$ cat config.mk
export PLATFORM = sky130hd
export DESIGN_NAME = lcd_fb_scan_ctrl_flat
export DESIGN_NICKNAME = d
export VERILOG_FILES = /design/src/rtl/lcd_fb_scan_ctrl_if.sv /design/src/rtl/lcd_fb_scan_ctrl.sv /design/src/flat_wrapper.sv
export SDC_FILE = /design/constraint.sdc
export NUM_CORES = 1
export LEC_CHECK = 0
export BUFFER_PORTS_ARGS = -buffer_cell sky130_fd_sc_hd__buf_2
export CORE_MARGIN = 2
export CORE_UTILIZATION = 30
export CTS_CLUSTER_DIAMETER = 120
export DETAILED_ROUTE_END_ITERATION = 8
export PLACE_DENSITY = 0.51
export SYNTH_ARGS = -nofsm -noshare
export SYNTH_HDL_FRONTEND = slang
export SYNTH_SLANG_ARGS = --single-unit
$ cat constraint.sdc
create_clock -name clk -period 2.97 [get_ports clk]
set_input_delay 0.4455 -clock clk [delete_from_list [all_inputs] [get_ports clk]]
set_output_delay 0.4455 -clock clk [all_outputs]
set_load 0.05 [all_outputs]
$ cat src/rtl/lcd_fb_scan_ctrl_if.sv
// Handshake/bus bundle for lcd_fb_scan_ctrl: control, framebuffer read port
// and packed-byte stream. The master modport is the scan controller side.
interface lcd_fb_scan_ctrl_if #(
    parameter int ADDR_W = 14
) ();
    logic              start;
    logic              abort;
    logic              ram_en;
    logic [ADDR_W-1:0] ram_addr;
    logic              ram_dout;
    logic [7:0]        byte_data;
    logic              byte_valid;
    logic              byte_ready;
    logic              byte_sol;
    logic              byte_eof;
    logic              busy;
    logic              done;

    modport master (
        input  start, abort, ram_dout, byte_ready,
        output ram_en, ram_addr, byte_data, byte_valid, byte_sol, byte_eof, busy, done
    );

    modport slave (
        output start, abort, ram_dout, byte_ready,
        input  ram_en, ram_addr, byte_data, byte_valid, byte_sol, byte_eof, busy, done
    );
endinterface

$ cat src/rtl/lcd_fb_scan_ctrl.sv
// Framebuffer read-side scanner: reads 1-bit pixels row-major, packs 8 per byte MSB-first.
// Define LCD_FB_SCAN_CONT_EN for continuous refresh (frame restarts from DONE).
module lcd_fb_scan_ctrl #(
    parameter int WIDTH  = 128,
    parameter int HEIGHT = 128,
    parameter int ADDR_W = 14
) (
    input  logic               clk,
    input  logic               reset,
    lcd_fb_scan_ctrl_if.master bus
);
    localparam int unsigned       NPIX      = WIDTH * HEIGHT;
    localparam logic [ADDR_W-1:0] LAST_ADDR = ADDR_W'(NPIX - 1);
    localparam logic [ADDR_W-1:0] LAST_BCOL = ADDR_W'(WIDTH / 8 - 1);

    typedef enum logic [2:0] {
        S_IDLE,
        S_FETCH,
        S_LAST,
        S_OUT,
        S_DONE
    } state_t;

    state_t            r_state;
    logic [ADDR_W-1:0] r_pix;
    logic [2:0]        r_bit;
    logic [6:0]        r_sr;
    logic [ADDR_W-1:0] r_bcol;
    logic              r_ram_en;
    logic [7:0]        r_byte_data;
    logic              r_byte_valid;
    logic              r_byte_sol;
    logic              r_byte_eof;
    logic              r_busy;
    logic              r_done;
    logic              w_xfer;

    assign w_xfer         = r_byte_valid && bus.byte_ready;

    assign bus.ram_en     = r_ram_en;
    assign bus.ram_addr   = r_pix;
    assign bus.byte_data  = r_byte_data;
    assign bus.byte_valid = r_byte_valid;
    assign bus.byte_sol   = r_byte_sol;
    assign bus.byte_eof   = r_byte_eof;
    assign bus.busy       = r_busy;
    assign bus.done       = r_done;

    always_ff @(posedge clk) begin
        if (reset) begin
            r_state      <= S_IDLE;
            r_pix        <= '0;
            r_bit        <= '0;
            r_sr         <= '0;
            r_bcol       <= '0;
            r_ram_en     <= 1'b0;
            r_byte_data  <= '0;
            r_byte_valid <= 1'b0;
            r_byte_sol   <= 1'b0;
            r_byte_eof   <= 1'b0;
            r_busy       <= 1'b0;
            r_done       <= 1'b0;
        end else if (bus.abort && (r_state != S_IDLE)) begin
            r_state      <= S_IDLE;
            r_pix        <= '0;
            r_bit        <= '0;
            r_bcol       <= '0;
            r_ram_en     <= 1'b0;
            r_byte_data  <= '0;
            r_byte_valid <= 1'b0;
            r_byte_sol   <= 1'b0;
            r_byte_eof   <= 1'b0;
            r_busy       <= 1'b0;
            r_done       <= 1'b0;
        end else begin
            case (r_state)
                S_IDLE: begin
                    if (bus.start && !bus.abort) begin
                        r_state  <= S_FETCH;
                        r_pix    <= '0;
                        r_bit    <= '0;
                        r_bcol   <= '0;
                        r_ram_en <= 1'b1;
                        r_busy   <= 1'b1;
                    end
                end

                // r_pix doubles as the read address; it holds on the 8th read so it
                // never runs past the last pixel of the frame.
                S_FETCH: begin
                    r_bit <= r_bit + 3'd1;
                    if (r_bit != 3'd0) begin
                        r_sr <= {r_sr[5:0], bus.ram_dout};
                    end
                    if (r_bit == 3'd7) begin
                        r_ram_en <= 1'b0;
                        r_state  <= S_LAST;
                    end else begin
                        r_pix <= r_pix + 1'b1;
                    end
                end

                S_LAST: begin
                    r_byte_data  <= {r_sr, bus.ram_dout};
                    r_byte_sol   <= (r_bcol == '0);
                    r_byte_eof   <= (r_pix == LAST_ADDR);
                    r_byte_valid <= 1'b1;
                    r_state      <= S_OUT;
                end

                S_OUT: begin
                    if (w_xfer) begin
                        r_byte_valid <= 1'b0;
                        if (r_byte_eof) begin
                            r_state <= S_DONE;
                            r_done  <= 1'b1;
                        end else begin
                            r_state  <= S_FETCH;
                            r_ram_en <= 1'b1;
                            r_pix    <= r_pix + 1'b1;
                            r_bcol   <= (r_bcol == LAST_BCOL) ? '0 : r_bcol + 1'b1;
                        end
                    end
                end

                S_DONE: begin
                    r_done <= 1'b0;
`ifdef LCD_FB_SCAN_CONT_EN
                    r_state  <= S_FETCH;
                    r_pix    <= '0;
                    r_bit    <= '0;
                    r_bcol   <= '0;
                    r_ram_en <= 1'b1;
`else
                    r_state <= S_IDLE;
                    r_busy  <= 1'b0;
`endif
                end

                default: r_state <= S_IDLE;
            endcase
        end
    end
endmodule
$ cat src/flat_wrapper.sv
// flat-port wrapper written by rule: the top's interface ports become plain ports
module lcd_fb_scan_ctrl_flat 
#(
    parameter int WIDTH  = 128,
    parameter int HEIGHT = 128,
    parameter int ADDR_W = 14
)
  (clk, reset, bus_start, bus_abort, bus_ram_dout, bus_byte_ready, bus_ram_en, bus_ram_addr, bus_byte_data, bus_byte_valid, bus_byte_sol, bus_byte_eof, bus_busy, bus_done);
  lcd_fb_scan_ctrl_if #(.ADDR_W(ADDR_W)) bus_i ();
  input  logic clk;
  input  logic reset;
  input wire logic [$bits(bus_i.start)-1:0] bus_start;
  input wire logic [$bits(bus_i.abort)-1:0] bus_abort;
  input wire logic [$bits(bus_i.ram_dout)-1:0] bus_ram_dout;
  input wire logic [$bits(bus_i.byte_ready)-1:0] bus_byte_ready;
  output wire logic [$bits(bus_i.ram_en)-1:0] bus_ram_en;
  output wire logic [$bits(bus_i.ram_addr)-1:0] bus_ram_addr;
  output wire logic [$bits(bus_i.byte_data)-1:0] bus_byte_data;
  output wire logic [$bits(bus_i.byte_valid)-1:0] bus_byte_valid;
  output wire logic [$bits(bus_i.byte_sol)-1:0] bus_byte_sol;
  output wire logic [$bits(bus_i.byte_eof)-1:0] bus_byte_eof;
  output wire logic [$bits(bus_i.busy)-1:0] bus_busy;
  output wire logic [$bits(bus_i.done)-1:0] bus_done;
  assign bus_i.start = bus_start;
  assign bus_i.abort = bus_abort;
  assign bus_i.ram_dout = bus_ram_dout;
  assign bus_i.byte_ready = bus_byte_ready;
  assign bus_ram_en = bus_i.ram_en;
  assign bus_ram_addr = bus_i.ram_addr;
  assign bus_byte_data = bus_i.byte_data;
  assign bus_byte_valid = bus_i.byte_valid;
  assign bus_byte_sol = bus_i.byte_sol;
  assign bus_byte_eof = bus_i.byte_eof;
  assign bus_busy = bus_i.busy;
  assign bus_done = bus_i.done;
  lcd_fb_scan_ctrl #(.WIDTH(WIDTH), .HEIGHT(HEIGHT), .ADDR_W(ADDR_W)) u_core (.clk(clk), .reset(reset), .bus(bus_i));
endmodule
# After elaboration in Yosys (flattened, before gate mapping)
# Index checks and enable logic that the tools add are counted.
dict set report word_totals {
  wordCells 80
  register_bits 55
  input_bits 6
}
dict set report op_classes {
  reduce_logical 24
  mux 27
  n_eq_ne 13
  bitwise_logic 1
  addsub 3
}
# operator n
set op_table {}
lappend op_table {{$mux 14} 7}
lappend op_table {{$pmux 14 s3} 1}
lappend op_table {{$add 14x1->14 const B} 2}
lappend op_table {{$pmux 14 s2} 1}
lappend op_table {{$mux 3} 5}
lappend op_table {{$eq 14x14->1 const B} 1}
lappend op_table {{$eq 14x4->1 const B} 1}
lappend op_table {{$logic_not 14->1} 1}
lappend op_table {{$pmux 3 s4} 1}
lappend op_table {{$reduce_and 5->1} 2}
lappend op_table {{$reduce_bool 2->1} 5}
lappend op_table {{$reduce_and 3->1} 3}
lappend op_table {{$reduce_bool 3->1} 3}
lappend op_table {{$ne 2x1->1 const B} 4}
lappend op_table {{$mux 1} 7}
lappend op_table {{$eq 3x2->1 const B} 2}
lappend op_table {{$eq 3x3->1 const B} 2}
lappend op_table {{$pmux 1 s2} 3}
lappend op_table {{$pmux 3 s2} 1}
lappend op_table {{$reduce_and 2->1} 3}
lappend op_table {{$ne 2x2->1 const B} 2}
lappend op_table {{$reduce_and 4->1} 1}
lappend op_table {{$add 3x1->3 const B} 1}
lappend op_table {{$eq 3x1->1 const B} 1}
lappend op_table {{6 further kinds} 8}

# Depth between registers and ports, before layout
dict set report depth {
  word_depth 5
  mapped_depth 8
  ltp_nobuf 7
}

# Least setup slack after synthesis
# No wires, ideal clock.
dict set report synth_path {
  path_type {register -> register}
  start {register u_core.r_pix[0], in the netlist u_core.bus.ram_addr[0]}
  end {register u_core.r_pix[10], in the netlist u_core.bus.ram_addr[10]}
  stages_incl_launch_ff 6
  period_less_slack_ns 2.075
  n_path_buf 0
  slack_ns 0.895
  t_required_ns 2.900
  t_arrival_ns 2.005
  cell_sequence {dfxtp_1 > ha_1 > inv_1 > nor4_1 > or4b_1 > a21oi_1}
}
dict set report synth_between {
  elab_chain_len 4
  word_cells_on_any_way 5
  classes_between {add/sub (1); mux (4)}
}
# element line
set synth_lines {}
lappend synth_lines {{start, declared} lcd_fb_scan_ctrl.sv:25} ;# logic [ADDR_W-1:0] r_pix;
lappend synth_lines {{start signal, assigned} lcd_fb_scan_ctrl.sv:99} ;# r_pix <= r_pix + 1'b1;
lappend synth_lines {{start signal, assigned} lcd_fb_scan_ctrl.sv:120} ;# r_pix <= r_pix + 1'b1;
lappend synth_lines {{$add 14x1->14 *} {lcd_fb_scan_ctrl.sv:99, lcd_fb_scan_ctrl.sv:120}}
lappend synth_lines {{$mux 14} lcd_fb_scan_ctrl.sv:114} ;# if (r_byte_eof) begin
lappend synth_lines {{$mux 14} lcd_fb_scan_ctrl.sv:112} ;# if (w_xfer) begin
lappend synth_lines {{$pmux 14 s3 *} lcd_fb_scan_ctrl.sv:76} ;# case (r_state)
# Every way passes the cells marked *; elsewhere a longest branch is shown, timed or not. The select of a mux whose other input is x is not followed.
# A chain may end at the register's enable or synchronous reset.

# Final worst setup path
dict set report layout_path {
  start {register u_core.r_state[0]}
  end {register u_core.r_bcol[11]}
}
dict set report layout_between {
  elab_chain_len 3
  word_cells_on_any_way 11
  classes_between {eq/ne (4); mux (1); reduce/logical (6)}
}
# element line
set layout_lines {}
lappend layout_lines {{start, declared} lcd_fb_scan_ctrl.sv:24} ;# state_t r_state;
lappend layout_lines {{start signal, assigned} lcd_fb_scan_ctrl.sv:51} ;# r_state <= S_IDLE;
lappend layout_lines {{start signal, assigned} lcd_fb_scan_ctrl.sv:64} ;# r_state <= S_IDLE;
lappend layout_lines {{start signal, assigned} lcd_fb_scan_ctrl.sv:79} ;# r_state <= S_FETCH;
lappend layout_lines {{$eq 3x2->1 (tied with other cells)} lcd_fb_scan_ctrl.sv:76}
lappend layout_lines {{$ne 2x2->1 (no source line) (tied with other cells)} -}
lappend layout_lines {{$reduce_and 4->1 (no source line) or $reduce_or 2->1 (tied branches)} -}
lappend layout_lines {{end signal, assigned} lcd_fb_scan_ctrl.sv:121} ;# r_bcol <= (r_bcol == LAST_BCOL) ? '0 : r_bcol + 1'b1;
lappend layout_lines {{end, declared} lcd_fb_scan_ctrl.sv:28} ;# logic [ADDR_W-1:0] r_bcol;
# Several ways; a longest one is shown, not always the timed one.

==> impl_metrics.csv <==
group,metric,value,unit
run_status,status,"finished clean",
finish,multi_input_area,1440,sq um
worst_setup_path,worstPathMaxFanout,13,
job,cap_violations,0,
finish,final_cell_mix,"dfxtp_1, nand2_1, a21oi_1",
worst_setup_path,cp_top_family,"simple AND/OR/NAND/NOR gates",
power,vdd_drop_max,0.209,mV
cts,clk_latency,0.32,ns
global_routing,grt_usage,13.7,%
cts,cts_tree,"built",
worst_setup_path,crit_chain,"and2b_2 -> and2_1 -> nand4_2 -> or4_1 -> a21oi_1",
finish,fillers,955,
finish,areaGrowthSynthToFinish,13.9,%
cts,cts_buffers,5,
cts,cts_setup_buffers,0,
timing,slew_viol_final,0,
synth,async_flop_share,0,%
place,pre_cts_slack,0.689,ns
place,gp_congestion,0.871,
hold_path,min_path_type,"input pin to flip-flop",
floorplanning,die_h,97.8,um
synth,yosysTopAreaCell,"dfxtp_1",
cts,cts.sink_count,55,
timing,rsz0062_at_grt,"false",
synth,synth_area_leaders,"dfxtp_1, nand2_1, a21oi_1",
floorplanning,core_area,8640,sq um
finish,register_area,1100,sq um
synth,post-synth-top-area-fraction,41.7,%
synth,ys_types,48,
timing,fmax,0.427,GHz
finish,fin_area,3010,sq um
route,vias,2351,
worst_setup_path,crit_slowest_cell,"dfxtp_1",
synth,yosys_warnings,0,
place,dpl_cell_area,2910,sq um
synth,synth_cells,319,
global_routing,grt-ovfl-total,0,
place,io_buffers,33,
cts,cts_max_level,2,
timing,maxSlewHeadroom,49.6,%
floorplanning,rows,34,
route,wl_per_cell,13.8,um
timing,tightest_slew,0.756,ns
floorplanning,initial_utilization,30.6,%
timing,clock-skew-final,0.0104,ns
route,drt_iter0_drc,87,
synth,synthesis.area,2640,sq um
floorplanning,pin_count,34,
cts,cts-root-buf,"clkbuf_8",
place,dp_hpwl,4.56,mm
worst_setup_path,cp_slowest_stage_delay,0.60,ns
worst_setup_path,arrival,2.60,ns
floorplanning,die_w,97.8,um
worst_setup_path,cp-end-kind,"flip-flop",
finish,diodes,0,
synth,synth_seq_cells,55,
synth,avgSynthCellArea,8.28,sq um
synth,seq_area_frac_synth,41.7,%
timing,min_period,2.34,ns
route,avgViaCountPerCell,5.12,
cts,clock_path_buffers,2,
power,total_leakage_power,0.00110,uW
finish,nNetsFinal,362,
synth,syn_nets,331,
finish,layout-drive-gt1-share,15.1,%
synth,synth-edff-count,0,
cts,cts_resized,0,
cts,clkTransAtPathRegs,0.11,ns
power,p_per_area,433,nW/um^2
timing,post-route-period-util,78.8,%
finish,finish.utilization,34.8,%
route,totalWireLength,6.36,mm
global_routing,grt_pass1_vias,2271,
global_routing,grt_start_max_net_pins,21,
worst_setup_path,crit_buf_inv,0,
route,drc,0,
timing,final_hold_viol_count,0,
timing,setup_violations,0,
worst_setup_path,startpoint_type,"flip-flop",
power,p_total,1300,uW
timing,final.setup.tns,0,ns
finish,final_common_cell,"dfxtp_1",
worst_setup_path,worstSetupPathType,"flip-flop to flip-flop",
route,postRouteAntennaNets,0,
global_routing,antenna_found_initial,0,
synth,ys.flop_type,"dfxtp_1",
timing,timing.final.ws_setup,0.631,ns
global_routing,grt_pass1_wl,10.8,mm
floorplanning,die_area,9570,sq um
route,drt-pass1-iter-count,4,
worst_setup_path,required,3.23,ns
cts,cts_hold_buf,0,
kinds of logic after synthesis:
logic type	after synthesis	share of synthesized area (%)
compound gates	74	17.9
xor+xnor	9	2.99
fa+ha+maj	6	2.84
buf+inv	22	3.74
flops	55	41.7
mux	7	2.65
simple gates	146	28.2
worst register-to-register path, delay by kind of cell (launching register included):
family           cells  cell delay [ns]
AO/OA/AOI/OAI        1             0.15
AND/OR/NAND/NOR      4             1.52
flip-flops           1             0.60
path summary, 6_finish.rpt:
check                                                     from                                   end  slack (ns)  cells past startpoint
worst max-delay path            u_core.r_state[0]$_SDFFE_PP0P_        u_core.r_bcol[11]$_SDFFE_PP0P_        0.63                      5
worst max register to register  u_core.r_state[0]$_SDFFE_PP0P_        u_core.r_bcol[11]$_SDFFE_PP0P_        0.63                      5
worst min register to register  u_core.bus.ram_en$_SDFFE_PP0P_        u_core.bus.ram_en$_SDFFE_PP0P_        0.46                      2
worst min-delay path                              bus_ram_dout  u_core.bus.byte_data[0]$_SDFFE_PP0P_        0.37                      3
stage by stage:
step | hold WS [ns] | std cells
finish | 0.367 | 459
global route | 0.378 | 459
CTS | 0.356 | 459
detailed placement | 0.446 | 451
global placement | 0.443 | 451
floorplan | 0.431 | 319
routing by layer:
layer | track usage, % | up-vias | share of wire [%]
li1 | - | 1201 | -
met1 | 18.2 | 1100 | 49
met2 | 22.2 | 44 | 47
met4 | 4.91 | 0 | 1.4
met5 | 0 | - | 0
met3 | 2.79 | 6 | 2.8
flip-flops by register name (all words and copies together), names as in the netlist, 3 cells and up:
signal                flops
u_core.r_bit              3
u_core.r_bcol            14
u_core.r_state            3
u_core.bus.ram_addr      14
u_core.r_sr               7
u_core.bus.byte_data      8
cells in the mapped netlist, drive strengths merged, types with 5 or more instances:
cell and count:
inv 9, ha 6, nand4 14, o21ai 15
nand2 49, clkbuf 8, a2bb2oi 6, or3 5
nand3 14, a21oi 37, dfxtp 55, and3 6
buf 5, and2 6, nor2 28, mux2i 7
xor2 8
power breakdown:
group / switching, uW / internal, uW / total (uW)
Clock: 281 / 180 / 461
Sequential: 8.36 / 744 / 752
Combinational: 66.1 / 24.0 / 90.1
cell type report:
cell class / instances / area share (%)
clock buffer: 5 / 2.29
sequential: 55 / 36.6
tap: 108 / 4.49
multi-input combinational: 242 / 47.9
timing repair buffer: 37 / 6.49
inverter: 9 / 1.12
clock inverter: 3 / 1.12
Note: power is estimated with default switching activity, not from simulation.
